**src/rtl/spi_dac_frame_monitor.sv**
```systemverilog
// spi_dac_frame_monitor
//   Passive snooper for the laser-driver DAC SPI bus. Each frame is
//   deserialized MSB first and decoded into cmd/code/pad fields. Short and
//   long frames are flagged. A good-frame counter and the last non-zero
//   code are kept for readback and interlock.
//
// Optional feature macro: LIMIT_CHECK_EN
//   defined   : good frames with code > drive_current_limit set over_limit
//               (sticky until clr_status)
//   undefined : over_limit tied low, no comparator built
//
// Ports
//   clk, rst             system clock, async active-high reset
//   spi_sck/ss/mosi      snooped bus, async to clk (clk >= 4x sck)
//   drive_current_limit  limit code, static between frames
//   clr_status           pulse, clears err_sticky / over_limit
//   frame_valid/err      one-cycle result pulses
//   frame_cmd/code/pad   fields of the last good frame
//   err_sticky           sticky framing error
//   over_limit           sticky over-limit flag
//   frame_count          good-frame counter (wraps)
//   last_on_code         last non-zero frame_code
module spi_dac_frame_monitor #(
  parameter int SYNC_STAGES = 2,  // must be >= 2
  parameter bit SAMPLE_FALL = 1'b1,
  parameter int FRAME_BITS  = 24
) (
  input  logic        clk,
  input  logic        rst,
  input  logic        spi_sck,
  input  logic        spi_ss,
  input  logic        spi_mosi,
  input  logic [15:0] drive_current_limit,
  input  logic        clr_status,
  output logic        frame_valid,
  output logic [3:0]  frame_cmd,
  output logic [15:0] frame_code,
  output logic [3:0]  frame_pad,
  output logic        frame_err,
  output logic        err_sticky,
  output logic        over_limit,
  output logic [15:0] frame_count,
  output logic [15:0] last_on_code
);

  localparam logic [4:0] FRAME_BITS_W = 5'(FRAME_BITS);

  typedef enum logic [1:0] {
    ST_ARM,
    ST_IDLE,
    ST_SHIFT,
    ST_CHECK
  } state_t;

  logic [SYNC_STAGES-1:0] sck_sync_q, sck_sync_d;
  logic [SYNC_STAGES-1:0] ss_sync_q, ss_sync_d;
  logic [SYNC_STAGES-1:0] mosi_sync_q, mosi_sync_d;
  logic                   sck_prev_q, ss_prev_q;

  state_t                 state_q, state_d;
  logic [FRAME_BITS-1:0]  shreg_q, shreg_d;
  logic [4:0]             cnt_q, cnt_d;
  logic                   valid_q, valid_d;
  logic                   err_q, err_d;
  logic                   err_sticky_q, err_sticky_d;
  logic [3:0]             cmd_q, cmd_d;
  logic [15:0]            code_q, code_d;
  logic [3:0]             pad_q, pad_d;
  logic [15:0]            frame_count_q, frame_count_d;
  logic [15:0]            last_on_code_q, last_on_code_d;

  logic        sck_s, ss_s, mosi_s;
  logic        sck_rise, sck_fall, ss_rise, ss_fall, sample;
  logic [15:0] shreg_code;

  // Synchronized values are the last chain stage; the *_prev flops sit one
  // stage behind it so edges are seen with SYNC_STAGES+2 total latency from
  // the pin to the result pulses.
  assign sck_s    = sck_sync_q[SYNC_STAGES-1];
  assign ss_s     = ss_sync_q[SYNC_STAGES-1];
  assign mosi_s   = mosi_sync_q[SYNC_STAGES-1];
  assign sck_rise = sck_s & ~sck_prev_q;
  assign sck_fall = ~sck_s & sck_prev_q;
  assign ss_rise  = ss_s & ~ss_prev_q;
  assign ss_fall  = ~ss_s & ss_prev_q;
  assign sample   = SAMPLE_FALL ? sck_fall : sck_rise;

  assign shreg_code = shreg_q[FRAME_BITS-5 -: 16];

  assign sck_sync_d  = {sck_sync_q[SYNC_STAGES-2:0], spi_sck};
  assign ss_sync_d   = {ss_sync_q[SYNC_STAGES-2:0], spi_ss};
  assign mosi_sync_d = {mosi_sync_q[SYNC_STAGES-2:0], spi_mosi};

`ifdef LIMIT_CHECK_EN
  logic over_q, over_d;
`else
  logic unused_limit;
  assign unused_limit = ^drive_current_limit;
`endif

  always_comb begin
    state_d        = state_q;
    shreg_d        = shreg_q;
    cnt_d          = cnt_q;
    valid_d        = 1'b0;
    err_d          = 1'b0;
    cmd_d          = cmd_q;
    code_d         = code_q;
    pad_d          = pad_q;
    frame_count_d  = frame_count_q;
    last_on_code_d = last_on_code_q;
    // Clear first; any set below overrides it in the same cycle.
    err_sticky_d   = err_sticky_q & ~clr_status;
`ifdef LIMIT_CHECK_EN
    over_d         = over_q & ~clr_status;
`endif

    unique case (state_q)
      ST_ARM: begin
        // Sync chain resets to 0, so a frame in flight at reset release
        // keeps us here until ss is seen high.
        if (ss_s) state_d = ST_IDLE;
      end
      ST_IDLE: begin
        if (ss_fall) begin
          cnt_d   = '0;
          shreg_d = '0;
          state_d = ST_SHIFT;
        end
      end
      ST_SHIFT: begin
        if (sample) begin
          shreg_d = {shreg_q[FRAME_BITS-2:0], mosi_s};
          if (cnt_q != 5'd31) cnt_d = cnt_q + 5'd1;
        end
        if (ss_rise) state_d = ST_CHECK;
      end
      ST_CHECK: begin
        if (cnt_q == FRAME_BITS_W) begin
          cmd_d         = shreg_q[FRAME_BITS-1 -: 4];
          code_d        = shreg_code;
          pad_d         = shreg_q[3:0];
          valid_d       = 1'b1;
          frame_count_d = frame_count_q + 16'd1;
          if (shreg_code != 16'd0) last_on_code_d = shreg_code;
`ifdef LIMIT_CHECK_EN
          if (shreg_code > drive_current_limit) over_d = 1'b1;
`endif
        end else begin
          err_d        = 1'b1;
          err_sticky_d = 1'b1;
        end
        state_d = ST_IDLE;
      end
      default: state_d = ST_ARM;
    endcase
  end

  always_ff @(posedge clk or posedge rst) begin
    if (rst) begin
      sck_sync_q     <= '0;
      ss_sync_q      <= '0;
      mosi_sync_q    <= '0;
      sck_prev_q     <= 1'b0;
      ss_prev_q      <= 1'b0;
      state_q        <= ST_ARM;
      shreg_q        <= '0;
      cnt_q          <= '0;
      valid_q        <= 1'b0;
      err_q          <= 1'b0;
      err_sticky_q   <= 1'b0;
      cmd_q          <= '0;
      code_q         <= '0;
      pad_q          <= '0;
      frame_count_q  <= '0;
      last_on_code_q <= '0;
    end else begin
      sck_sync_q     <= sck_sync_d;
      ss_sync_q      <= ss_sync_d;
      mosi_sync_q    <= mosi_sync_d;
      sck_prev_q     <= sck_s;
      ss_prev_q      <= ss_s;
      state_q        <= state_d;
      shreg_q        <= shreg_d;
      cnt_q          <= cnt_d;
      valid_q        <= valid_d;
      err_q          <= err_d;
      err_sticky_q   <= err_sticky_d;
      cmd_q          <= cmd_d;
      code_q         <= code_d;
      pad_q          <= pad_d;
      frame_count_q  <= frame_count_d;
      last_on_code_q <= last_on_code_d;
    end
  end

`ifdef LIMIT_CHECK_EN
  always_ff @(posedge clk or posedge rst) begin
    if (rst) over_q <= 1'b0;
    else     over_q <= over_d;
  end
  assign over_limit = over_q;
`else
  assign over_limit = 1'b0;
`endif

  assign frame_valid  = valid_q;
  assign frame_err    = err_q;
  assign err_sticky   = err_sticky_q;
  assign frame_cmd    = cmd_q;
  assign frame_code   = code_q;
  assign frame_pad    = pad_q;
  assign frame_count  = frame_count_q;
  assign last_on_code = last_on_code_q;

endmodule
```
**config.mk**
```make
export PLATFORM = sky130hd
export DESIGN_NAME = spi_dac_frame_monitor
export DESIGN_NICKNAME = d
export VERILOG_FILES = /design/src/rtl/spi_dac_frame_monitor.sv
export SDC_FILE = /design/constraint.sdc
export NUM_CORES = 1
export LEC_CHECK = 0
export ABC_CLOCK_PERIOD_IN_PS = 6200
export CAP_MARGIN = 20
export CORE_ASPECT_RATIO = 0.5
export CORE_MARGIN = 5
export CORE_UTILIZATION = 25
export DETAILED_ROUTE_END_ITERATION = 10
export PLACE_DENSITY_LB_ADDON = 0.05
export SLEW_MARGIN = 10
export SYNTH_ARGS = -nofsm -noshare
export SYNTH_HDL_FRONTEND = slang
export SYNTH_SLANG_ARGS = --single-unit
export TNS_END_PERCENT = 10
```
**constraint.sdc**
```tcl
create_clock -name clk -period 6.2 [get_ports clk]
set_input_delay 1.24 -clock clk [delete_from_list [all_inputs] [get_ports clk]]
set_output_delay 1.24 -clock clk [all_outputs]
set_load 0.02 [all_outputs]
```
* After elaboration in Yosys (flattened, before gate mapping)
Index checks and enable logic that the tools add are counted.
Storage, ports and cells: register bits after elaboration 98, input port bits 22, output and inout port bits 60, word-level logic and storage cells 61
Operators by class: add/sub/neg operators 2, equality and inequality tests 10, multiplexer cells 17, bitwise logic cells 8, reductions and logical operators 8
Operators with widths (number):
- $mux 24 | 2
- $pmux 24 s2 | 1
- $add 16x1->16 const B | 1
- $reduce_bool 16->1 | 1
- $mux 5 | 3
- $ne 2x2->1 const B | 5
- $pmux 5 s2 | 1
- $reduce_and 3->1 | 3
- $pmux 2 s4 | 1
- $mux 1 | 6
- $mux 2 | 3
- $add 5x1->5 const B | 1
- $eq 5x5->1 const B | 1
- $ne 5x5->1 const B | 1
- $and 1x1->1 | 4
- $eq 2x2->1 const B | 2
- $not 1->1 | 4
- $reduce_and 4->1 | 1
- $eq 2x1->1 const B | 1
- $logic_not 2->1 | 1
- $reduce_and 2->1 | 1
- $reduce_bool 2->1 | 1

* Logic depth before layout (Yosys ltp)
depth in word-level cells 4, gate-level depth with buffers 8, depth with buffers taken out 7

* Worst setup path after synthesis
No wires, ideal clock.
path type reg-to-reg, from register cnt_q[0], to register cnt_q[3], library setup time 0.087 ns, arrival 1.780 ns, required time 6.113 ns, path slack 4.333 ns, cell stages (with the launch flop) 8, path buffers 0, period minus slack after synthesis 1.867 ns, path through dfrtp_1 > ha_1 > and3_1 > ha_1 > inv_1 > mux2i_1 > or4_1 > a22oi_1
On the way: cells in the longest elaborated chain, start to end 4, elaborated cells between the ends (all ways) 7, those cells by class add/sub: 1; eq/ne: 2; mux: 3; reduce/logical: 1
RTL lines:
- from (decl) | RTL line 62 | logic [4:0] cnt_q, cnt_d;
- from (signal assigned) | RTL line 185 | cnt_q <= cnt_d;
- $add 5x1->5 | RTL line 134 | if (cnt_q != 5'd31) cnt_d = cnt_q + 5'd1;
- $mux 5 | RTL line 134
- $mux 5 | RTL line 132 | if (sample) begin
- $pmux 5 s2 | RTL line 118 | unique case (state_q)
Parallel ways exist; a longest one is shown, timed or not. The select of a mux whose other input is x is not followed. A chain may end at the register's enable or synchronous reset.

* Worst setup path in the final report
from register cnt_q[0], to register last_on_code_q[1], in the netlist last_on_code[1]
On the way: cells in the longest elaborated chain, start to end 2
RTL lines:
- $eq 5x5->1 | RTL line 139 | if (cnt_q == FRAME_BITS_W) begin
- $reduce_and 3->1 (no line)
- to (signal assigned) | RTL line 193 | last_on_code_q <= last_on_code_d;
- to (decl) | RTL line 70 | logic [15:0] last_on_code_q, last_on_code_d;
Every way passes these cells.

==> results.ini <==
[yosys]
synth_cell_types=39
synth_most_common_cell=dfrtp_1
yosysSeqAreaShare_pct=61.3
yosysTopAreaCell=dfrtp_1
synth_seq_cells=98
netlist.area_leader.share_pct=61.3
ys_warn_count=0
async_flop_share_pct=100
synthTopCellsByArea=dfrtp_1 (61%), nand2_1 (8.3%), o21ai_0 (3.8%), a22o_1 (3.7%), mux2_2 (3.1%)
synth-edff-count=0
synthTopCellsByCount=dfrtp_1 (98), nand2_1 (89), o21ai_0 (30)
synth_area_mm2=0.00400
synthesis.nets=385
avgSynthCellArea_um2=11.3
postSynthCellCount=354
synthFlopType=dfrtp_1

[sta]
period_minus_slack_ns=2.99
worst_pin_slew_ns=0.931
rsz0062_at_grt=no
setup_viol=0
hold_viol_final=0
finalCritPeriodShare_pct=48.2
clock.fmax_mhz=335
maxSlewViolCount=0
slew_headroom_pct=37.9
setup_tns_ns=0
fin_skew_ns=0.00912

[global_routing]
overflow=0
grt_first_pass_wirelength_um=15400
grt_max_degree=65
grt_usage_pct=10.3
grt_antenna_before_repair=0
grt_pass1_vias=2725

[clocking]
h-tree-depth=3
cts_resized=0
cts_sinks=98
clock_latency_ns=0.34
cts_root_buffer=clkbuf_16
postCtsSetupRepairBufs=0
clkTransAtPathRegs_ns=0.07
clock_path_buffers=2
cts_hold_buf=0
cts_tree=yes
cts_buffers=9

[final_layout]
fin_nets=447
seq_area_mm2=0.00245
syn2layout_area_growth_pct=27.7
multi_input_area_mm2=0.00143
drive_gt1_share_pct=9.03
antennaDiodeCount=0
final_area_mm2=0.00511
fill_cells=1571

[power_and_ir_drop]
p_leak_nw=2.34
irDropWorstVdd_mv=0.127
power.density_mw_per_mm2=292

[route]
dr_total_vias=2702
viasPerCell=4.32
dr.pass1.iters=4
finalWirelength_um=9240
drc_errors=0
drt_iter0_markers=121
detail_route.wl_per_cell_um=14.8
ant_nets=0

[worst_setup_path]
crit_path_end_kind=flip-flop
worst_path_max_delay_cell=and2_1
cp_data_arrival_time_ns=3.21
cp-start-kind=flip-flop
cp_max_fo=27
worstPathRequired_ns=6.42
cp_num_buf_inv=2
reg2reg_setup_slack_ns=3.21
crit_family=simple AND/OR/NAND/NOR gates
cp_cell_sequence=inv_1, ha_1, and4b_1, nand2_2, inv_2, and2_1, mux2_4
r2r-end=last_on_code[1]
crit_type=flip-flop to flip-flop
reg2regPathDepth=7
cpPeakStageDelay_ns=0.80
worstReg2RegStart=cnt_q[0]

[hold_path]
min_path_type=flip-flop to flip-flop
hp-start=sck_sync_q[0]
holdPathEnd=sck_sync_q[1]
hold_depth=0

[status]
run_status=complete, no violations

[floorplan]
die-area_mm2=0.0188
core_mm2=0.0155
die_x_um=189
start_util_pct=25.8
ios=82
die_y_um=99.5
fp-row-count=32

[job]
drv_cap=0

[placed_design]
placed_area_mm2=0.00484
io_buffer_count=64
dp_hpwl_um=6250
place_congestion=0.741

[worst register-to-register path: stages, from the launching register on]
cell	delay, ns
dfrtp_1	0.43
inv_1	0.11
ha_1	0.16
and4b_1	0.21
nand2_2	0.37
inv_2	0.43
and2_1	0.81
mux2_4	0.36
[worst max path at each step]
stage                     startpoint          endpoint  slack [ns]  cells past startpoint
after detailed placement    cnt_q[0]   last_on_code[1]        3.18                      7
final                       cnt_q[0]   last_on_code[1]        3.21                      7
after CTS                   cnt_q[0]   last_on_code[1]        3.16                      7
after floorplan                  rst          cnt_q[0]        2.40                      1
after global placement      cnt_q[0]  last_on_code[14]        3.20                      7
after global routing        cnt_q[0]   last_on_code[1]        2.94                      7
[report_power, final]
part	internal (mW)	switching, mW
registers	0.665	0.0201
logic	0.0874	0.202
clock network	0.273	0.246
total	1.03	0.469
[flip-flops by register name (all words and copies together) (netlist names)]
register and cells:
state_q 2, mosi_sync_q 2, frame_err 1, frame_count 16
frame_cmd 4, ss_prev_q 1, cnt_q 5, ss_sync_q 2
sck_prev_q 1, last_on_code 16, err_sticky 1, frame_valid 1
frame_code 16, shreg_q 24, frame_pad 4, sck_sync_q 2
[layout by cell type, fill, tap and decap left out, types with 2 or more instances in the layout]
cell             instances
dfrtp_1                 98
nand2_1                 89
clkdlybuf4s50_1         64
o21ai_0                 30
a22o_1                  17
mux2_2                  11
inv_1                    9
xnor2_1                  9
ha_1                     9
clkbuf_16                9
nand3_1                  7
xor2_1                   6
nor4_1                   5
nand4_1                  5
nor2_1                   5
mux2_4                   4
and3_1                   4
nand2b_1                 3
and2_1                   3
mux2i_1                  3
o31ai_1                  3
buf_4                    3
nor3_1                   2
a22oi_1                  2
clkinv_2                 2
clkinvlp_4               2
[metrics by stage]
step | utilization (%) | hold WS [ns] | instances | worst slack, ns | total power, mW
6_report | 32.9 | 0.348 | 625 | 3.21 | 1.49
3_5_place_dp | 31.2 | 0.336 | 609 | 3.18 | 0.991
2_1_floorplan | - | 0.331 | 354 | 2.40 | 0.919
4_1_cts | 32.9 | 0.352 | 625 | 3.16 | 1.52
3_3_place_gp | 31.2 | 0.333 | 609 | 3.20 | 0.981
5_1_grt | 32.9 | 0.358 | 625 | 2.94 | 1.59
[area by class of cell]
type                            count  area share, %
Sequential cell                    98           48.0
Multi-Input combinational cell    229           27.9
Timing Repair Buffer               67           13.0
Tap cell                          204           4.99
Clock buffer                       10           4.48
Inverter                           11          0.857
Clock inverter                      6          0.832
[per-layer routing]
| metal | routed length, um | vias up | GRT usage [%] | part of all wire [%] |
|---|---|---|---|---|
| li1 | - | 1331 | - | - |
| met1 | 4890 | 1319 | 14.8 | 53 |
| met2 | 3910 | 45 | 15.0 | 42 |
| met3 | 353 | 7 | 3.26 | 3.8 |
| met4 | 85 | 0 | 2.69 | 0.92 |
| met5 | 0 | - | 0 | 0 |
[cell families after synthesis]
group / after synthesis / share of synthesized area [%]
simple gates: 129 / 14.4
fa+ha+maj: 9 / 2.81
xor+xnor: 15 / 3.28
mux: 18 / 5.35
compound gates: 57 / 9.66
flops: 98 / 61.3
buf+inv: 27 / 3.10
other cells: 1 / 0.0937
Note: power is estimated with default switching activity, not from simulation.
